### src/rtl/fetch_pkg.sv
`default_nettype none
// +----------------------------------------------------------------------------+
// | Module      : fetch_pkg                                                    |
// | Description : Shared types and constants for the instruction fetch stage.  |
// |               Holds the fetch FSM state encoding and default widths.       |
// | Revision    : 1.0 - initial release                                        |
// +----------------------------------------------------------------------------+
package fetch_pkg;

  localparam int ADDR_W_DEF  = 8;
  localparam int INSTR_W_DEF = 16;
  localparam int PERF_W      = 16;

  // IDLE: no request on the bus
  // REQ : request outstanding, returned data is kept
  // DROP: request outstanding after a redirect, returned data is discarded
  typedef enum logic [1:0] {
    IDLE = 2'd0,
    REQ  = 2'd1,
    DROP = 2'd2
  } fetch_state_e;

endpackage
`default_nettype wire

### src/rtl/fetch_fifo.sv
`default_nettype none
// +----------------------------------------------------------------------------+
// | Module      : fetch_fifo                                                   |
// | Description : Small synchronous FIFO with flush, used to buffer fetched    |
// |               {pc, instruction} pairs. Head is read combinationally.       |
// | Ports       : clk, rst      - clock, asynchronous active-high reset        |
// |               i_flush       - empty the FIFO (beats same-cycle push/pop)   |
// |               i_push/i_wdata- write one entry                              |
// |               i_pop         - drop the head entry                          |
// |               o_rdata       - head entry                                   |
// |               o_count       - number of valid entries                      |
// | Revision    : 1.0 - initial release                                        |
// +----------------------------------------------------------------------------+
module fetch_fifo #(
  parameter int WIDTH = 24,
  parameter int DEPTH = 2
) (
  input  logic                     clk,
  input  logic                     rst,
  input  logic                     i_flush,
  input  logic                     i_push,
  input  logic [WIDTH-1:0]         i_wdata,
  input  logic                     i_pop,
  output logic [WIDTH-1:0]         o_rdata,
  output logic [$clog2(DEPTH):0]   o_count
);

  localparam int PTR_W = $clog2(DEPTH);
  localparam int CNT_W = PTR_W + 1;
  localparam logic [CNT_W-1:0] c_DEPTH = CNT_W'(DEPTH);

  logic [WIDTH-1:0] r_mem [DEPTH];
  logic [PTR_W-1:0] r_wr_ptr;
  logic [PTR_W-1:0] r_rd_ptr;
  logic [CNT_W-1:0] r_count;
  logic             w_do_pop;

  // A pop on an empty FIFO is ignored so the count can never underflow.
  assign w_do_pop = i_pop && (r_count != '0);

  always_ff @(posedge clk or posedge rst) begin
    if (rst) begin
      for (int i = 0; i < DEPTH; i++) begin
        r_mem[i] <= '0;
      end
      r_wr_ptr <= '0;
      r_rd_ptr <= '0;
      r_count  <= '0;
    end else if (i_flush) begin
      r_wr_ptr <= '0;
      r_rd_ptr <= '0;
      r_count  <= '0;
    end else begin
      if (i_push) begin
        r_mem[r_wr_ptr] <= i_wdata;
        r_wr_ptr        <= r_wr_ptr + 1'b1;
      end
      if (w_do_pop) begin
        r_rd_ptr <= r_rd_ptr + 1'b1;
      end
      if (i_push && !w_do_pop) begin
        r_count <= r_count + 1'b1;
      end else if (!i_push && w_do_pop) begin
        r_count <= r_count - 1'b1;
      end
    end
  end

  assign o_rdata = r_mem[r_rd_ptr];
  assign o_count = r_count;

  // The fetch FSM only keeps a request open while there is room, so a
  // push into a full FIFO indicates a control bug upstream.
  a_no_push_when_full: assert property (
    @(posedge clk) disable iff (rst) !(i_push && !i_flush && (r_count == c_DEPTH))
  );

endmodule
`default_nettype wire

### src/rtl/fetch_unit.sv
`default_nettype none
// +----------------------------------------------------------------------------+
// | Module      : fetch_unit                                                   |
// | Description : Instruction fetch stage. Issues single-outstanding requests  |
// |               to instruction memory from the current PC, buffers returned  |
// |               instructions with their PCs and presents them to decode.     |
// |               Drives pc_advance to the next-PC logic; flushes on redirect. |
// | Ports       : clk, reset          - clock, asynchronous active-high reset  |
// |               pc, redirect        - from PC register / branch resolution   |
// |               pc_advance          - to next-PC logic (combinational)       |
// |               imem_req/addr/ack/rdata - instruction memory handshake       |
// |               inst_valid/ready/inst/inst_pc - decode interface             |
// |               perf_stall_cycles   - only with FETCH_PERF_EN                |
// | Options     : FETCH_PERF_EN - adds a saturating 16-bit counter of cycles   |
// |               where a request waits for memory.                            |
// | Revision    : 1.0 - initial release                                        |
// +----------------------------------------------------------------------------+
module fetch_unit
  import fetch_pkg::*;
#(
  parameter int ADDR_W  = ADDR_W_DEF,
  parameter int INSTR_W = INSTR_W_DEF,
  parameter int DEPTH   = 2
) (
  input  logic               clk,
  input  logic               reset,
  input  logic [ADDR_W-1:0]  pc,
  input  logic               redirect,
  output logic               pc_advance,
  output logic               imem_req,
  output logic [ADDR_W-1:0]  imem_addr,
  input  logic               imem_ack,
  input  logic [INSTR_W-1:0] imem_rdata,
  output logic               inst_valid,
  input  logic               inst_ready,
  output logic [INSTR_W-1:0] inst,
  output logic [ADDR_W-1:0]  inst_pc
`ifdef FETCH_PERF_EN
  ,
  output logic [PERF_W-1:0]  perf_stall_cycles
`endif
);

  localparam int CNT_W   = $clog2(DEPTH) + 1;
  localparam int ENTRY_W = ADDR_W + INSTR_W;
  localparam logic [CNT_W-1:0] c_DEPTH = CNT_W'(DEPTH);

  fetch_state_e       r_state;
  fetch_state_e       w_state_next;
  logic [ADDR_W-1:0]  r_addr;
  logic [ADDR_W-1:0]  w_addr_next;
  logic               r_req;
  logic               w_push;
  logic               w_pop;
  logic [CNT_W-1:0]   w_count;
  logic [CNT_W-1:0]   w_count_inc;
  logic [ENTRY_W-1:0] w_head;

  assign w_pop       = inst_valid && inst_ready;
  assign w_count_inc = w_count + 1'b1;

  // ---------------------------------------------------------------------------
  // State register
  // ---------------------------------------------------------------------------
  always_ff @(posedge clk or posedge reset) begin
    if (reset) begin
      r_state <= IDLE;
      r_addr  <= '0;
      r_req   <= 1'b0;
    end else begin
      r_state <= w_state_next;
      r_addr  <= w_addr_next;
      // Registered copy of (state != IDLE) so imem_req comes straight from a flop.
      r_req   <= (w_state_next != IDLE);
    end
  end

  // ---------------------------------------------------------------------------
  // Next-state / handshake logic
  // ---------------------------------------------------------------------------
  always_comb begin
    w_state_next = r_state;
    w_addr_next  = r_addr;
    w_push       = 1'b0;
    pc_advance   = 1'b0;
    case (r_state)
      IDLE: begin
        // Never issue in a redirect cycle: pc still holds the old stream.
        if (!redirect && (w_count < c_DEPTH)) begin
          w_addr_next  = pc;
          w_state_next = REQ;
        end
      end
      REQ: begin
        if (imem_ack) begin
          if (redirect) begin
            w_state_next = IDLE;
          end else begin
            w_push      = 1'b1;
            pc_advance  = 1'b1;
            w_addr_next = r_addr + 1'b1;
            // Keep fetching only if the entry just pushed leaves room.
            // With a same-cycle pop the occupancy is unchanged.
            if (w_pop || (w_count_inc < c_DEPTH)) begin
              w_state_next = REQ;
            end else begin
              w_state_next = IDLE;
            end
          end
        end else if (redirect) begin
          w_state_next = DROP;
        end
      end
      DROP: begin
        // Redirects here are already covered by the flush in progress.
        if (imem_ack) begin
          w_state_next = IDLE;
        end
      end
      default: begin
        w_state_next = IDLE;
      end
    endcase
  end

  // ---------------------------------------------------------------------------
  // Instruction buffer
  // ---------------------------------------------------------------------------
  fetch_fifo #(
    .WIDTH (ENTRY_W),
    .DEPTH (DEPTH)
  ) u_fifo (
    .clk     (clk),
    .rst     (reset),
    .i_flush (redirect),
    .i_push  (w_push),
    .i_wdata ({r_addr, imem_rdata}),
    .i_pop   (w_pop),
    .o_rdata (w_head),
    .o_count (w_count)
  );

  assign imem_req   = r_req;
  assign imem_addr  = r_addr;
  assign inst_valid = (w_count != '0);
  assign inst       = w_head[INSTR_W-1:0];
  assign inst_pc    = w_head[ENTRY_W-1:INSTR_W];

`ifdef FETCH_PERF_EN
  // ---------------------------------------------------------------------------
  // Memory stall counter (saturating)
  // ---------------------------------------------------------------------------
  logic [PERF_W-1:0] r_perf_stall;

  always_ff @(posedge clk or posedge reset) begin
    if (reset) begin
      r_perf_stall <= '0;
    end else if (imem_req && !imem_ack && (r_perf_stall != {PERF_W{1'b1}})) begin
      r_perf_stall <= r_perf_stall + 1'b1;
    end
  end

  assign perf_stall_cycles = r_perf_stall;
`endif

endmodule
`default_nettype wire

### config.mk
export PLATFORM = sky130hd
export DESIGN_NAME = fetch_unit
export DESIGN_NICKNAME = d
export VERILOG_FILES = /design/src/rtl/fetch_pkg.sv /design/src/rtl/fetch_fifo.sv /design/src/rtl/fetch_unit.sv
export SDC_FILE = /design/constraint.sdc
export NUM_CORES = 1
export LEC_CHECK = 0
export BUFFER_PORTS_ARGS = -buffer_cell sky130_fd_sc_hd__buf_2
export CAP_MARGIN = 15
export CORE_UTILIZATION = 45
export CTS_CLUSTER_SIZE = 16
export DETAILED_ROUTE_END_ITERATION = 12
export MAX_ROUTING_LAYER = met4
export PLACE_DENSITY = 0.68
export SLEW_MARGIN = 5
export SYNTH_ARGS = -nofsm -noshare
export SYNTH_HDL_FRONTEND = slang
export SYNTH_HIERARCHICAL = 1
export SYNTH_SLANG_ARGS = --single-unit
### constraint.sdc
create_clock -name clk -period 5.3 [get_ports clk]
set_input_delay 1.59 -clock clk [delete_from_list [all_inputs] [get_ports clk]]
set_output_delay 1.59 -clock clk [all_outputs]
set_load 0.01 [all_outputs]
==> run metrics <==
status completed; Worst VDD drop 174 uV; Tot Pwr 0.00144 W; initial core utilization 0.479; register share of total power 0.465; Clock Skew 3.77 ps; CTS resizes 0; most common library cells after synthesis dfrtp_1, mux2_2, mux2_4, a21oi_1, inv_1; via/cell ratio 5.32; largest net degree at the start of global routing 53; Placer Congestion 0.722; Critical Path Source Type input pin; EDFF count, synth 0; cells after synthesis 234; area share of the largest cell type after synthesis 0.507; die footprint 7240 um2; Power Density 396 nW/um2; detailed-route wire length per cell 15.1 um; Crit path buffers/inverters 2; reg2reg path depth 6; first-pass GRT wire length 9880 um; Final nets 329; Arr. time, crit path 2220 ps; Final Routed Wirelength 5730 um; Mapped Avg Cell Area 13.3 um2; final std cells w/o fill 379; CP top delay family buffers and inverters; slew margin rel. 0.221; I/O pin total 64; most used cell, CP buf_2; die width 85.1 um; RSZ-0062 raised after global routing false; PortBufs 63; CTS Sinks 63; achievable frequency 0.262 GHz; Pleak 1.79 nW; grt met3 use 0.0321; Final Hold Vio Count 0; period utilisation layout 0.720; worst slew pin tran 1170 ps; most frequent cell after synthesis dfrtp_1; Clock power frac 0.264; Hold Path Stages 1; post-cts hold buffer count 0; Setup TNS Final 0 ps; largest area contributor in the netlist dfrtp_1; P_int 0.00102 W; Finish-stage setup viols 0; Num CTS Buffers 9; ys async rst share 1.00; combinational share of power 0.271; Switching Share 0.289; WP depth 3; max_cap viols 0; Setup CP Type in2out; htree depth 3; vias in the first global route 1971; synth top area cells dfrtp_1, mux2_2, mux2_4; Layout area overhead 17.1%; Netlist cell types 41; DR vias 2015; cell count after placement 363; CP Capture Type output pin; DRT Pass-1 Iters 4; Post-Syn Area 3110 um2; M1 GR Usage 0.253; worst skew pair latency 320 ps; slowest stage delay, CP 270 ps; Root Buffer clkbuf_8; busiest grt layer met2; detailed-route DRC error count 0; CP cell instances buf_2, nor3b_1, buf_2; antenna violations before repair 0; Synth Warn # 6; Setup Fix Bufs, Post-CTS 0; Die Y 85.1 um; HP Class reg2reg; met2 Resource Use GR 0.260; Iter 0 DRT Violations 44; Crit-path slowest cell nor3b_1; ratio of cells with drive above 1 in the final layout 0.536; syn_nets 265; register area share after synthesis 0.507; Max Slew Vio Count 0; floorplan core area 6490 um2; row cnt 29; CP required 3710 ps; Max FO, Critical Path 13; Yosys reg bits 63; clock buffer depth 2; Final ANT Viol Nets 0; Reg clk slew, reported paths 60 ps; ys flop type dfrtp_1; Overall Global Routing Usage 0.181; total global routing overflow 0; P_sw 0.000415 W; Tmin final 3810 ps; Post-DP HPWL 3760 um; CTS tree done; antenna cells 0
[state kept, by name (all words and copies together) (netlist names)]
name and flops:
u_fifo/r_mem 48, imem_addr 8, r_state 2, u_fifo/o_count 2, imem_req 1, u_fifo/r_rd_ptr 1, u_fifo/r_wr_ptr 1
[logic make-up (layout without fill, tap and decap cells)]
| kind of cell | after synthesis | count (layout) | share of synthesized area |
|---|---|---|---|
| muxes | 74 | 74 | 0.293 |
| DFF | 63 | 63 | 0.507 |
| and+or+nand+nor | 37 | 37 | 0.0721 |
| AOI/OAI and AO/OA | 35 | 35 | 0.0757 |
| buffers and inverters | 21 | 89 | 0.0386 |
| adders and majority gates | 2 | 2 | 0.00805 |
| xor gates and xnor gates | 2 | 2 | 0.00564 |
[cell usage in the layout, fill, tap and decap left out, types with 7 or more instances in the layout]
cell | netlist | routed
dfrtp_1 | 63 | 63
buf_2 | 6 | 63
o21ai_0 | 7 | 7
clkbuf_8 | 0 | 9
nor2_1 | 8 | 8
inv_1 | 9 | 8
a21oi_1 | 12 | 12
mux2_4 | 21 | 21
nand2_1 | 8 | 8
mux2_2 | 51 | 51
[final timing paths]
| check | slack [ps] | from | endpoint |
|---|---|---|---|
| worst max-delay path | 1490 | redirect | pc_advance |
| worst min-delay path | 500 | u_fifo/r_mem[0]$_DFFE_PP0P_ | u_fifo/r_mem[0]$_DFFE_PP0P_ |
| worst max register to register | 2750 | r_state[1]$_DFF_PP0_ | u_fifo/r_mem[28]$_DFFE_PP0P_ |
| max in group asynchronous | 3560 | reset | u_fifo/r_mem[28]$_DFFE_PP0P_ |
| min in group asynchronous | 1230 | reset | u_fifo/r_mem[23]$_DFFE_PP0P_ |
| worst min register to register | 500 | u_fifo/r_mem[0]$_DFFE_PP0P_ | u_fifo/r_mem[0]$_DFFE_PP0P_ |
[power groups by stage]
stage / registers (W) / clock network, W / logic, W
floorplan: 0.000662 / 0 / 0.000264
global placement: 0.000673 / 0 / 0.000384
detailed placement: 0.000678 / 0 / 0.000392
CTS: 0.000670 / 0.000393 / 0.000395
global route: 0.000687 / 0.000421 / 0.000429
finish: 0.000670 / 0.000380 / 0.000390
[per-stage QoR]
stage	utilization	hold slack (ps)	instance area, um2	worst slack [ps]
floorplan	-	474	3110	1530
global placement	0.530	484	3440	1500
detailed placement	0.530	489	3440	1470
CTS	0.557	505	3620	1460
global route	0.560	519	3640	1450
finish	0.560	504	3640	1490
[metal layers]
metal / share of wire / vias up
met4: 0.010 / 0
met5: 0 / -
met1: 0.50 / 993
li1: - / 960
met3: 0.043 / 6
met2: 0.44 / 56
[area by class of cell]
cell class                      count  area (um2)
Inverter                            9        33.8
Tap cell                           77        96.3
Sequential cell                    63        1580
Clock buffer                       10         128
Fill cell                         564        2860
Timing Repair Buffer               65         343
Clock inverter                      5        50.0
Multi-Input combinational cell    150        1410
(Power assumes the default switching activity.)
